File: config.mk
export PLATFORM = sky130hd
export DESIGN_NAME = osc_seq_decoder_flat
export DESIGN_NICKNAME = d
export VERILOG_FILES = /design/src/rtl/osc_seq_decoder_if.sv /design/src/rtl/osc_seq_decoder.sv /design/src/flat_wrapper.sv
export SDC_FILE = /design/constraint.sdc
export NUM_CORES = 1
export LEC_CHECK = 0
export CORE_AREA = 2 2 58 60
export CTS_CLUSTER_SIZE = 20
export DETAILED_ROUTE_END_ITERATION = 16
export DIE_AREA = 0 0 60 62
export PLACE_DENSITY_LB_ADDON = 0.25
export SYNTH_ARGS = -nofsm -noshare
export SYNTH_HDL_FRONTEND = slang
export SYNTH_SLANG_ARGS = --single-unit
File: constraint.sdc
create_clock -name clk -period 1.85 [get_ports clk]
set_input_delay 0.37 -clock clk [delete_from_list [all_inputs] [get_ports clk]]
set_output_delay 0.37 -clock clk [all_outputs]
set_load 0.1 [all_outputs]
File: src/rtl/osc_seq_decoder_if.sv
// Sample/decode bus between the oscillator-state source and osc_seq_decoder.
interface osc_seq_decoder_if #(
  parameter int unsigned CNT_W = 8
);
  logic             in_valid;
  logic [1:0]       state_in;
  logic             a_valid;
  logic             a_out;
  logic             case_id;
  logic             locked;
  logic             err;
  logic [CNT_W-1:0] err_count;
  logic [CNT_W-1:0] switch_count;

  // Source side: drives samples, observes decode results.
  modport master (
    output in_valid, state_in,
    input  a_valid, a_out, case_id, locked, err, err_count, switch_count
  );

  // Decoder side.
  modport slave (
    input  in_valid, state_in,
    output a_valid, a_out, case_id, locked, err, err_count, switch_count
  );
endinterface

File: src/rtl/osc_seq_decoder.sv
// Recovers the control bit A from a 2-bit mode oscillator state stream,
// tracks lock and keeps saturating error / switch statistics.
module osc_seq_decoder #(
  parameter int unsigned LOCK_N = 4,
  parameter int unsigned CNT_W  = 8
) (
  input  logic               clk,
  input  logic               rst,
  osc_seq_decoder_if.slave   bus
);

  // run only needs to count 0..LOCK_N-1; reaching LOCK_N-1 plus one more legal step locks
  localparam int unsigned RUN_W = (LOCK_N < 2) ? 1 : $clog2(LOCK_N);
  localparam logic [RUN_W-1:0] RUN_LAST = RUN_W'(LOCK_N - 1);
  localparam logic [CNT_W-1:0] CNT_MAX  = {CNT_W{1'b1}};

  localparam logic [1:0] S_EMPTY  = 2'd0;
  localparam logic [1:0] S_TRACK  = 2'd1;
  localparam logic [1:0] S_LOCKED = 2'd2;

  logic [1:0]       r_state, w_state_nxt;
  logic [1:0]       r_prev, w_prev_nxt;
  logic [RUN_W-1:0] r_run, w_run_nxt;
  logic             r_a_valid, w_a_valid_nxt;
  logic             r_a_out, w_a_out_nxt;
  logic             r_case_id, w_case_id_nxt;
  logic             r_locked, w_locked_nxt;
  logic             r_err, w_err_nxt;
  logic [CNT_W-1:0] r_err_count, w_err_count_nxt;
  logic [CNT_W-1:0] r_switch_count, w_switch_count_nxt;

  logic w_legal_a0;
  logic w_legal_a1;
  logic w_legal;

  // Legal moves flip exactly one bit: LSB for A=0, MSB for A=1.
  assign w_legal_a0 = (bus.state_in == {r_prev[1], ~r_prev[0]});
  assign w_legal_a1 = (bus.state_in == {~r_prev[1], r_prev[0]});
  assign w_legal    = w_legal_a0 | w_legal_a1;

  // State and output registers.
  always_ff @(posedge clk or posedge rst) begin
    if (rst) begin
      r_state        <= S_EMPTY;
      r_prev         <= 2'b00;
      r_run          <= '0;
      r_a_valid      <= 1'b0;
      r_a_out        <= 1'b0;
      r_case_id      <= 1'b0;
      r_locked       <= 1'b0;
      r_err          <= 1'b0;
      r_err_count    <= '0;
      r_switch_count <= '0;
    end else begin
      r_state        <= w_state_nxt;
      r_prev         <= w_prev_nxt;
      r_run          <= w_run_nxt;
      r_a_valid      <= w_a_valid_nxt;
      r_a_out        <= w_a_out_nxt;
      r_case_id      <= w_case_id_nxt;
      r_locked       <= w_locked_nxt;
      r_err          <= w_err_nxt;
      r_err_count    <= w_err_count_nxt;
      r_switch_count <= w_switch_count_nxt;
    end
  end

  // Next-state and next-output decode for each accepted sample.
  always_comb begin
    w_state_nxt        = r_state;
    w_prev_nxt         = r_prev;
    w_run_nxt          = r_run;
    w_a_valid_nxt      = 1'b0;
    w_a_out_nxt        = r_a_out;
    w_case_id_nxt      = r_case_id;
    w_err_nxt          = 1'b0;
    w_err_count_nxt    = r_err_count;
    w_switch_count_nxt = r_switch_count;

    if (bus.in_valid) begin
      // Every accepted sample, legal or not, becomes the new reference.
      w_prev_nxt    = bus.state_in;
      w_case_id_nxt = bus.state_in[1];
    end

    case (r_state)
      S_EMPTY: begin
        if (bus.in_valid) begin
          w_state_nxt = S_TRACK;
          w_run_nxt   = '0;
        end
      end
      S_TRACK, S_LOCKED: begin
        if (bus.in_valid) begin
          if (w_legal) begin
            w_a_valid_nxt = 1'b1;
            w_a_out_nxt   = w_legal_a1;
            if (w_legal_a1 && (r_switch_count != CNT_MAX)) begin
              w_switch_count_nxt = r_switch_count + CNT_W'(1);
            end
            if (r_state == S_TRACK) begin
              if (r_run == RUN_LAST) begin
                w_state_nxt = S_LOCKED;
                w_run_nxt   = '0;
              end else begin
                w_run_nxt = r_run + RUN_W'(1);
              end
            end
          end else begin
            w_err_nxt   = 1'b1;
            w_run_nxt   = '0;
            w_state_nxt = S_TRACK;
            if (r_err_count != CNT_MAX) begin
              w_err_count_nxt = r_err_count + CNT_W'(1);
            end
          end
        end
      end
      default: begin
        w_state_nxt = S_EMPTY;
        w_run_nxt   = '0;
      end
    endcase

    w_locked_nxt = (w_state_nxt == S_LOCKED);
  end

  assign bus.a_valid      = r_a_valid;
  assign bus.a_out        = r_a_out;
  assign bus.case_id      = r_case_id;
  assign bus.locked       = r_locked;
  assign bus.err          = r_err;
  assign bus.err_count    = r_err_count;
  assign bus.switch_count = r_switch_count;

endmodule
File: src/flat_wrapper.sv
// flat-port wrapper written by rule: the top's interface ports become plain ports
module osc_seq_decoder_flat 
#(
  parameter int unsigned LOCK_N = 4,
  parameter int unsigned CNT_W  = 8
)
  (clk, rst, bus_in_valid, bus_state_in, bus_a_valid, bus_a_out, bus_case_id, bus_locked, bus_err, bus_err_count, bus_switch_count);
  osc_seq_decoder_if #(.CNT_W(CNT_W)) bus_i ();
  input  logic clk;
  input  logic rst;
  input wire logic [$bits(bus_i.in_valid)-1:0] bus_in_valid;
  input wire logic [$bits(bus_i.state_in)-1:0] bus_state_in;
  output wire logic [$bits(bus_i.a_valid)-1:0] bus_a_valid;
  output wire logic [$bits(bus_i.a_out)-1:0] bus_a_out;
  output wire logic [$bits(bus_i.case_id)-1:0] bus_case_id;
  output wire logic [$bits(bus_i.locked)-1:0] bus_locked;
  output wire logic [$bits(bus_i.err)-1:0] bus_err;
  output wire logic [$bits(bus_i.err_count)-1:0] bus_err_count;
  output wire logic [$bits(bus_i.switch_count)-1:0] bus_switch_count;
  assign bus_i.in_valid = bus_in_valid;
  assign bus_i.state_in = bus_state_in;
  assign bus_a_valid = bus_i.a_valid;
  assign bus_a_out = bus_i.a_out;
  assign bus_case_id = bus_i.case_id;
  assign bus_locked = bus_i.locked;
  assign bus_err = bus_i.err;
  assign bus_err_count = bus_i.err_count;
  assign bus_switch_count = bus_i.switch_count;
  osc_seq_decoder #(.LOCK_N(LOCK_N), .CNT_W(CNT_W)) u_core (.clk(clk), .rst(rst), .bus(bus_i));
endmodule
Word level (Yosys, flattened, before mapping)
Cells that the tools add are included.
{"block": "op_classes", "add_sub_neg": 3, "eq_ne": 11, "mux": 18, "bitwise": 4, "reduce_logical": 7}
{"op": "2-bit two-way mux", "n": 10}
{"op": "8-bit by 1-bit adder with 8-bit output (second input constant)", "n": 2}
{"op": "8-bit inequality test (second input constant)", "n": 2}
{"op": "2-bit case mux with 2 select lines", "n": 2}
{"op": "4-bit AND reduction", "n": 2}
{"op": "2-bit == test (second input constant)", "n": 3}
{"op": "1-bit two-way mux", "n": 6}
{"op": "3-bit AND reduction", "n": 2}
{"op": "2-bit == test", "n": 2}
{"op": "2-bit inequality test (second input constant)", "n": 2}
{"op": "3-bit inequality test (second input constant)", "n": 1}
{"op": "1-bit inverter", "n": 3}
{"op": "2-bit by 1-bit adder with 2-bit output (second input constant)", "n": 1}
{"op": "2-bit by 1-bit == test with 1-bit output (second input constant)", "n": 1}
{"op": "2-bit zero test", "n": 1}
{"op": "2-bit OR reduction", "n": 1}
{"op": "1-bit logical AND", "n": 1}
{"op": "1-bit OR", "n": 1}
{"block": "word_totals", "register_bits": 27, "input_bits": 5, "output_inout_bits": 21, "word_cells": 53}

Logic depth before layout (Yosys ltp)
Gate-level depths: netlist (run 1).
{"block": "depth", "depth_word": 7, "mapped_depth": 6, "ltp_nobuf": 6}

Worst setup path before layout (run 1)
OpenSTA, ideal clock, no wires.
{"block": "synth_timing", "path_type": "reg2reg", "start": "register, netlist name u_core.bus.case_id", "end": "register u_core.r_err_count[7], in the netlist u_core.bus.err_count[7]", "setup_ns": 0.128, "arrival_ns": 2.059, "required_time_ns": 1.722, "slack_ns": -0.338, "path_stages_with_launch": 5, "n_path_buf": 0, "period_less_slack_ns": 2.188, "cell_sequence": "dfrtp_1 -> xor2_2 -> xnor2_2 -> nor4_1 -> mux2_1"}
{"element": "end signal: assignment", "line": "osc_seq_decoder.sv:63", "rtl": "r_err_count <= w_err_count_nxt;"}
{"element": "end: declaration", "line": "osc_seq_decoder.sv:29", "rtl": "logic [CNT_W-1:0] r_err_count, w_err_count_nxt;"}

Worst setup path in the final report (run 1)
{"block": "layout_timing", "start": "input bus_state_in[1]", "end": "register u_core.r_err_count[5], in the netlist u_core.bus.err_count[5]"}
{"block": "layout_between", "elab_chain_cells": 4, "word_cells_on_any_way": 5, "cone_classes": "2 x eq/ne; 2 x bitwise; 1 x reduce/logical"}
{"element": "start: declaration", "line": "flat_wrapper.sv:12", "rtl": "input wire logic [$bits(bus_i.state_in)-1:0] bus_state_in;"}
{"element": "2-bit == test, on equally long branches", "line": "osc_seq_decoder.sv:37, osc_seq_decoder.sv:38"}
{"element": "1-bit OR *", "line": "osc_seq_decoder.sv:39", "rtl": "assign w_legal = w_legal_a0 | w_legal_a1;"}
{"element": "1-bit inverter (no line) *"}
{"element": "4-bit AND reduction (no line) *"}
Mark *: on every way between the ends. The rest lies on a longest branch, timed or not.
A chain may end at the register's enable or synchronous reset.

==> results.json, run 1 <==
{
  "status": "completed",
  "fin_crit_sh": 0.978,
  "synth_top_area_share": 0.493,
  "cts_sinks": 26,
  "tritoncts": "done",
  "power_density_nw_per_um2": 1590,
  "worst_setup_path_start_kind": "input port",
  "cts_hold_buf": 0,
  "drt_first_pass_iters": 4,
  "overflow": 0,
  "ys_seq_area_frac": 0.493,
  "yosysWarnings": 0,
  "wl_um": 2600,
  "slew_violations": 0,
  "min_period_ns": 1.81,
  "area_growth_pct": 52.0,
  "ys_async_sr_fraction": 1.00,
  "cts_buffers": 3,
  "dp_cells": 208,
  "crit_path_end_kind": "flop",
  "fin_ws_ns": 0.0398,
  "yosysTopAreaCell": "dfrtp_1",
  "hold_violations": 0,
  "clock_latency_ns": 0.31,
  "skew_ns": 0.00600,
  "drv_cap": 0,
  "synth_area_um2": 1320,
  "drt_iter0_markers": 28,
  "wl_per_cell_um": 12.3,
  "nets": 179,
  "synth_flop_cell": "dfrtp_1",
  "path_max_fanout": 7,
  "drc_errors": 0,
  "clock_path_buffers": 2,
  "io_pins": 26,
  "hp-class": "in -> async",
  "peakVddDrop_mv": 1.06,
  "tightest_slew_ns": 0.386,
  "root_buffer": "clkbuf_4",
  "cts_resized": 0,
  "place_congestion": 0.770,
  "core_area_um2": 3180,
  "ys_ff_latch": 26,
  "synth_edf_count": 0,
  "grt_usage": 0.161,
  "preCtsSetupSlack_ns": -0.260,
  "initial_utilization": 0.415,
  "syn_inst": 124,
  "grt_pass1_wl_um": 4460,
  "rsz0062_at_grt": "true",
  "drive_above_1_share": 0.410,
  "cp.arrival_ns": 2.02,
  "relSlewSlack": 0.742,
  "setup_violations": 0,
  "yosysMostFrequentCell": "dfrtp_1",
  "ys_types": 27,
  "rows": 21,
  "ant_nets": 0,
  "synth_area_leaders": "dfrtp_1 49%, ha_1 6.6%, mux2_2 6.0%",
  "grt_pass1_vias": 981,
  "die_h_um": 62,
  "die-width_um": 60,
  "die_area_um2": 3720,
  "antenna_found_initial": 0,
  "avgSynthCellArea_um2": 10.6,
  "syn_nets": 136,
  "vias": 1068,
  "fillers": 272,
  "fmax_mhz": 552,
  "finalNonFillerCells": 212,
  "required_ns": 2.06,
  "vias_per_cell": 5.04,
  "synthTopCellsByCount": "26 x dfrtp_1, 14 x nor2_1, 9 x nand2_1, 9 x nand3_1",
  "dpl.hpwl_um": 2100,
  "grt_start_max_net_pins": 27,
  "p_leak_nw": 0.875,
  "cts_setup_buffers": 0,
  "clk_pin_slew_ns": 0.13,
  "htreeDepth": 1,
  "crit_type": "in -> reg",
  "port_buffers": 25,
  "antenna_cells": 0
}
## cell families after synthesis
group	after synthesis	synth area share
XOR/XNOR	9	0.0769
multiplexers	9	0.0769
buffers and inverters	5	0.0152
AO/OA/AOI/OAI	17	0.0835
adder cells (fa/ha/maj)	7	0.0664
flip-flops	26	0.493
AND/OR/NAND/NOR	51	0.188
## sequential cells by signal, indices dropped and copies added, names as in the netlist, 2 cells and up
register                 flops
u_core.bus.switch_count      8
u_core.r_state               2
u_core.r_run                 2
u_core.bus.err_count         8
## routing by layer
layer,global-route usage,vias to the layer above,share of wire
met1,0.226,513,0.45
met3,0.0248,4,0.037
met2,0.256,28,0.50
met5,0,-,0
li1,-,523,-
met4,0.0571,0,0.016
## report_power, final
part | total [mW] | internal, mW | leakage [nW] | switching [mW]
Sequential | 0.963 | 0.733 | 0.325 | 0.230
Clock | 0.276 | 0.120 | 0.0210 | 0.156
Combinational | 1.95 | 0.738 | 0.529 | 1.21
Total | 3.19 | 1.59 | 0.875 | 1.60
## through the flow
stage / instance area (µm²) / TNS (ns) / utilization / hold WS (ns) / power (mW)
finish: 2000 / 0 / 0.630 / 0.394 / 3.19
global route: 2000 / -0.0772 / 0.630 / 0.428 / 3.35
CTS: 1990 / 0 / 0.626 / 0.398 / 3.20
detailed placement: 1950 / -2.73 / 0.614 / 0.520 / 2.92
global placement: 1950 / -2.04 / 0.614 / 0.497 / 2.88
floorplan: 1340 / 0 / - / 0.409 / 2.12
## worst paths after layout
kind | start | cells after the start | slack (ns) | endpoint
max | bus_state_in[1] | 5 | 0.04 | u_core.bus.err_count[5]
min | rst | 3 | 0.39 | u_core.bus.err_count[7]
max reg2reg | u_core.bus.case_id | 4 | 0.07 | u_core.bus.err_count[5]
min reg2reg | u_core.bus.err_count[4] | 1 | 0.53 | u_core.bus.err_count[4]
max in group asynchronous | rst | 3 | 1.18 | u_core.bus.case_id
min in group clk | u_core.bus.err_count[4] | 1 | 0.53 | u_core.bus.err_count[4]
## placed cells by master, fill, tap and decap left out, types with 2 or more instances in the layout
master            n
mux2_1            2
buf_12           21
clkdlybuf4s50_1   4
inv_1             4
a21oi_1           6
nand3_1           8
nand4_1           3
xnor2_2           2
nor4_1            3
o21ai_0           2
xor2_1            6
ha_1              7
nor3_1            6
dfrtp_1          15
nand2b_1          2
dfrtp_2          10
a22o_1            2
nor2_1           13
a31oi_1           4
nand2_1           9
mux2_2            7
buf_4            14
clkbuf_4          3
## final cells by class
type	instances	area, µm²	area share
sequential	26	667	0.333
multi-input combinational	93	663	0.331
timing repair buffer	39	566	0.282
tap	46	57.6	0.0287
clock buffer	4	36.3	0.0181
inverter	4	15.0	0.00749
## critical path, stage by stage
cell             delay, ns
clkdlybuf4s50_1       0.51
xor2_2                0.28
xnor2_2               0.19
nor4_1                0.30
mux2_1                0.35
No activity file was read; power rests on OpenSTA's default activity.
==> run 2: changes to the inputs <==
--- a/config.mk
+++ b/config.mk
@@ -6,10 +6,12 @@
 export NUM_CORES = 1
 export LEC_CHECK = 0
 export CORE_AREA = 2 2 58 60
+export CTS_CLUSTER_DIAMETER = 30
 export CTS_CLUSTER_SIZE = 20
 export DETAILED_ROUTE_END_ITERATION = 16
 export DIE_AREA = 0 0 60 62
 export PLACE_DENSITY_LB_ADDON = 0.25
+export REMOVE_ABC_BUFFERS = 1
 export SYNTH_ARGS = -nofsm -noshare
 export SYNTH_HDL_FRONTEND = slang
 export SYNTH_SLANG_ARGS = --single-unit
==> run 2 against run 1 <==
Cell area decreased by 1.6%. Global-route usage decreased by 0.45 points. Total power decreased by 2.3%. Count of clock-buffer cells in the layout decreased by 1. Sequential cell count unchanged. Register-to-register slack improved by 0.02 ns. Fmax increased by 3.0%. Via count increased by 0.37%. Die area unchanged. Setup slack improved by 0.053 ns. Critical path depth increased by 1. Largest power group unchanged. Highest routed layer unchanged.
==> results.json, run 2 (synthesized netlist as in run 1, its figures left out) <==
{
  "crit_path_end_kind": "flop",
  "r2r_cells": 6,
  "combPwrFrac": 0.623,
  "dpl.hpwl_um": 2040,
  "setup_violations": 0,
  "root_buffer": "clkbuf_4",
  "regArea_um2": 651,
  "cts_hold_buf": 0,
  "met2_usage": 0.276,
  "p_sw_frac": 0.510,
  "use_met3": 0.0186,
  "drc_errors": 0,
  "rsz0062_at_grt": "false",
  "drt_first_pass_iters": 4,
  "internal_power_mw": 1.53,
  "die_h_um": 62,
  "io_pins": 26,
  "status": "completed",
  "use_met1": 0.196,
  "cp.arrival_ns": 1.97,
  "area_growth_pct": 49.5,
  "core_area_um2": 3180,
  "antenna_cells": 0,
  "power_frac_clock": 0.075,
  "skew_ns": 0.00586,
  "seqPwrFrac": 0.302,
  "r2r_slack_ns": 0.09,
  "relSlewSlack": 0.762,
  "place_congestion": 0.784,
  "port_buffers": 25,
  "multi_input_area_um2": 653,
  "finalNonFillerCells": 212,
  "min_period_ns": 1.76,
  "rr_startpoint": "u_core.r_state[0]",
  "cpPeakStageDelay_ns": 0.41,
  "fin_ws_ns": 0.0931,
  "slew_violations": 0,
  "die-width_um": 60,
  "clk_pin_slew_ns": 0.13,
  "tritoncts": "done",
  "fillers": 267,
  "p_sw_mw": 1.59,
  "required_ns": 2.06,
  "tightest_slew_ns": 0.356,
  "die_area_um2": 3720,
  "rows": 21,
  "cts_sinks": 26,
  "p_leak_nw": 0.886,
  "clock_latency_ns": 0.31,
  "dp_cells": 207,
  "setup_tns_ns": 0,
  "wl_per_cell_um": 12.3,
  "power_mw": 3.11,
  "nets": 180,
  "slowest_stage": "dfrtp_1",
  "hold_violations": 0,
  "vias_per_cell": 5.06,
  "critPathLaunch": "u_core.r_state[0]",
  "drt_iter0_markers": 29,
  "antenna_found_initial": 0,
  "crit_chain": "inv_1 > ha_1 > and2_4 > nand3_1 > nor3_1 > mux2_2",
  "vias": 1072,
  "fin_crit_sh": 0.950,
  "grt_pass1_wl_um": 4270,
  "layout_commonest_cell": "dfrtp_1",
  "timing.hold.ws_ns": 0.387,
  "htreeDepth": 1,
  "grt_start_max_net_pins": 27,
  "cts_buffers": 3,
  "timing.rr.end": "u_core.bus.err_count[6]",
  "grt_busiest_layer": "met2",
  "drive_above_1_share": 0.331,
  "grt_pass1_vias": 997,
  "crit_type": "reg -> reg",
  "hp-class": "in -> async",
  "grt_usage": 0.157,
  "worst_setup_path_start_kind": "flop",
  "overflow": 0,
  "drv_cap": 0,
  "clock_path_buffers": 2,
  "initial_utilization": 0.415,
  "peakVddDrop_mv": 1.07,
  "ant_nets": 0,
  "power_density_nw_per_um2": 1580,
  "final_cell_mix": "26 x dfrtp_1, 21 x buf_12, 15 x buf_4, 13 x nor2_1",
  "wl_um": 2610,
  "preCtsSetupSlack_ns": -0.271,
  "path_max_fanout": 5,
  "fmax_mhz": 569
}
==> run 2: power groups by stage <==
stage | Sequential [mW] | Combinational [mW] | Clock (mW)
6_report | 0.940 | 1.94 | 0.233
3_5_place_dp | 0.957 | 1.91 | 0
5_1_grt | 0.972 | 2.04 | 0.269
2_1_floorplan | 1.71 | 0.391 | 0
3_3_place_gp | 0.946 | 1.89 | 0
4_1_cts | 0.946 | 1.92 | 0.240
==> run 2: worst max path at each step <==
| stage | end | slack, ns | cells after the start |
|---|---|---|---|
| after detailed placement | u_core.bus.err_count[5] | -0.27 | 5 |
| after CTS | u_core.bus.switch_count[1] | 0.006 | 6 |
| after floorplan | u_core.bus.err_count[7] | -0.34 | 4 |
| after global routing | u_core.bus.err_count[3] | 0.0007 | 7 |
| final | u_core.bus.err_count[6] | 0.09 | 6 |
| after global placement | u_core.bus.err_count[7] | -0.16 | 5 |
==> run 2: critical path, delay by kind of cell, from the launching register on <==
family	cells	cell delay [ns]
simple gates	3	0.49
flops	1	0.41
mux	1	0.37
fa+ha+maj	1	0.32
buf+inv	1	0.08
==> run 2: cell type report <==
class,count,area share
clock buffer,3,0.0114
inverter,4,0.00761
multi-input combinational,93,0.331
sequential,26,0.330
tap,46,0.0292
timing repair buffer,40,0.291
==> run 2: routing by layer <==
layer	share of wire	vias up	wire length, µm
met5	0	-	0
met4	0.0088	0	23
met3	0.023	2	59
met2	0.52	20	1350
met1	0.45	521	1180
li1	-	529	-
==> run 2: what timing repair did <==
| item | in CTS | in global routing |
|---|---|---|
| resized for setup | 0 | 3 |
| endpoints found under the setup margin | 0 | 12 |
| endpoints found under the hold margin | 0 | 0 |
| setup buffers | 0 | 2 |
==> run 2: through the flow <==
stage | utilization | area (µm²)
global route | 0.620 | 1970
detailed placement | 0.607 | 1930
global placement | 0.607 | 1930
CTS | 0.614 | 1950
floorplan | - | 1310
finish | 0.620 | 1970
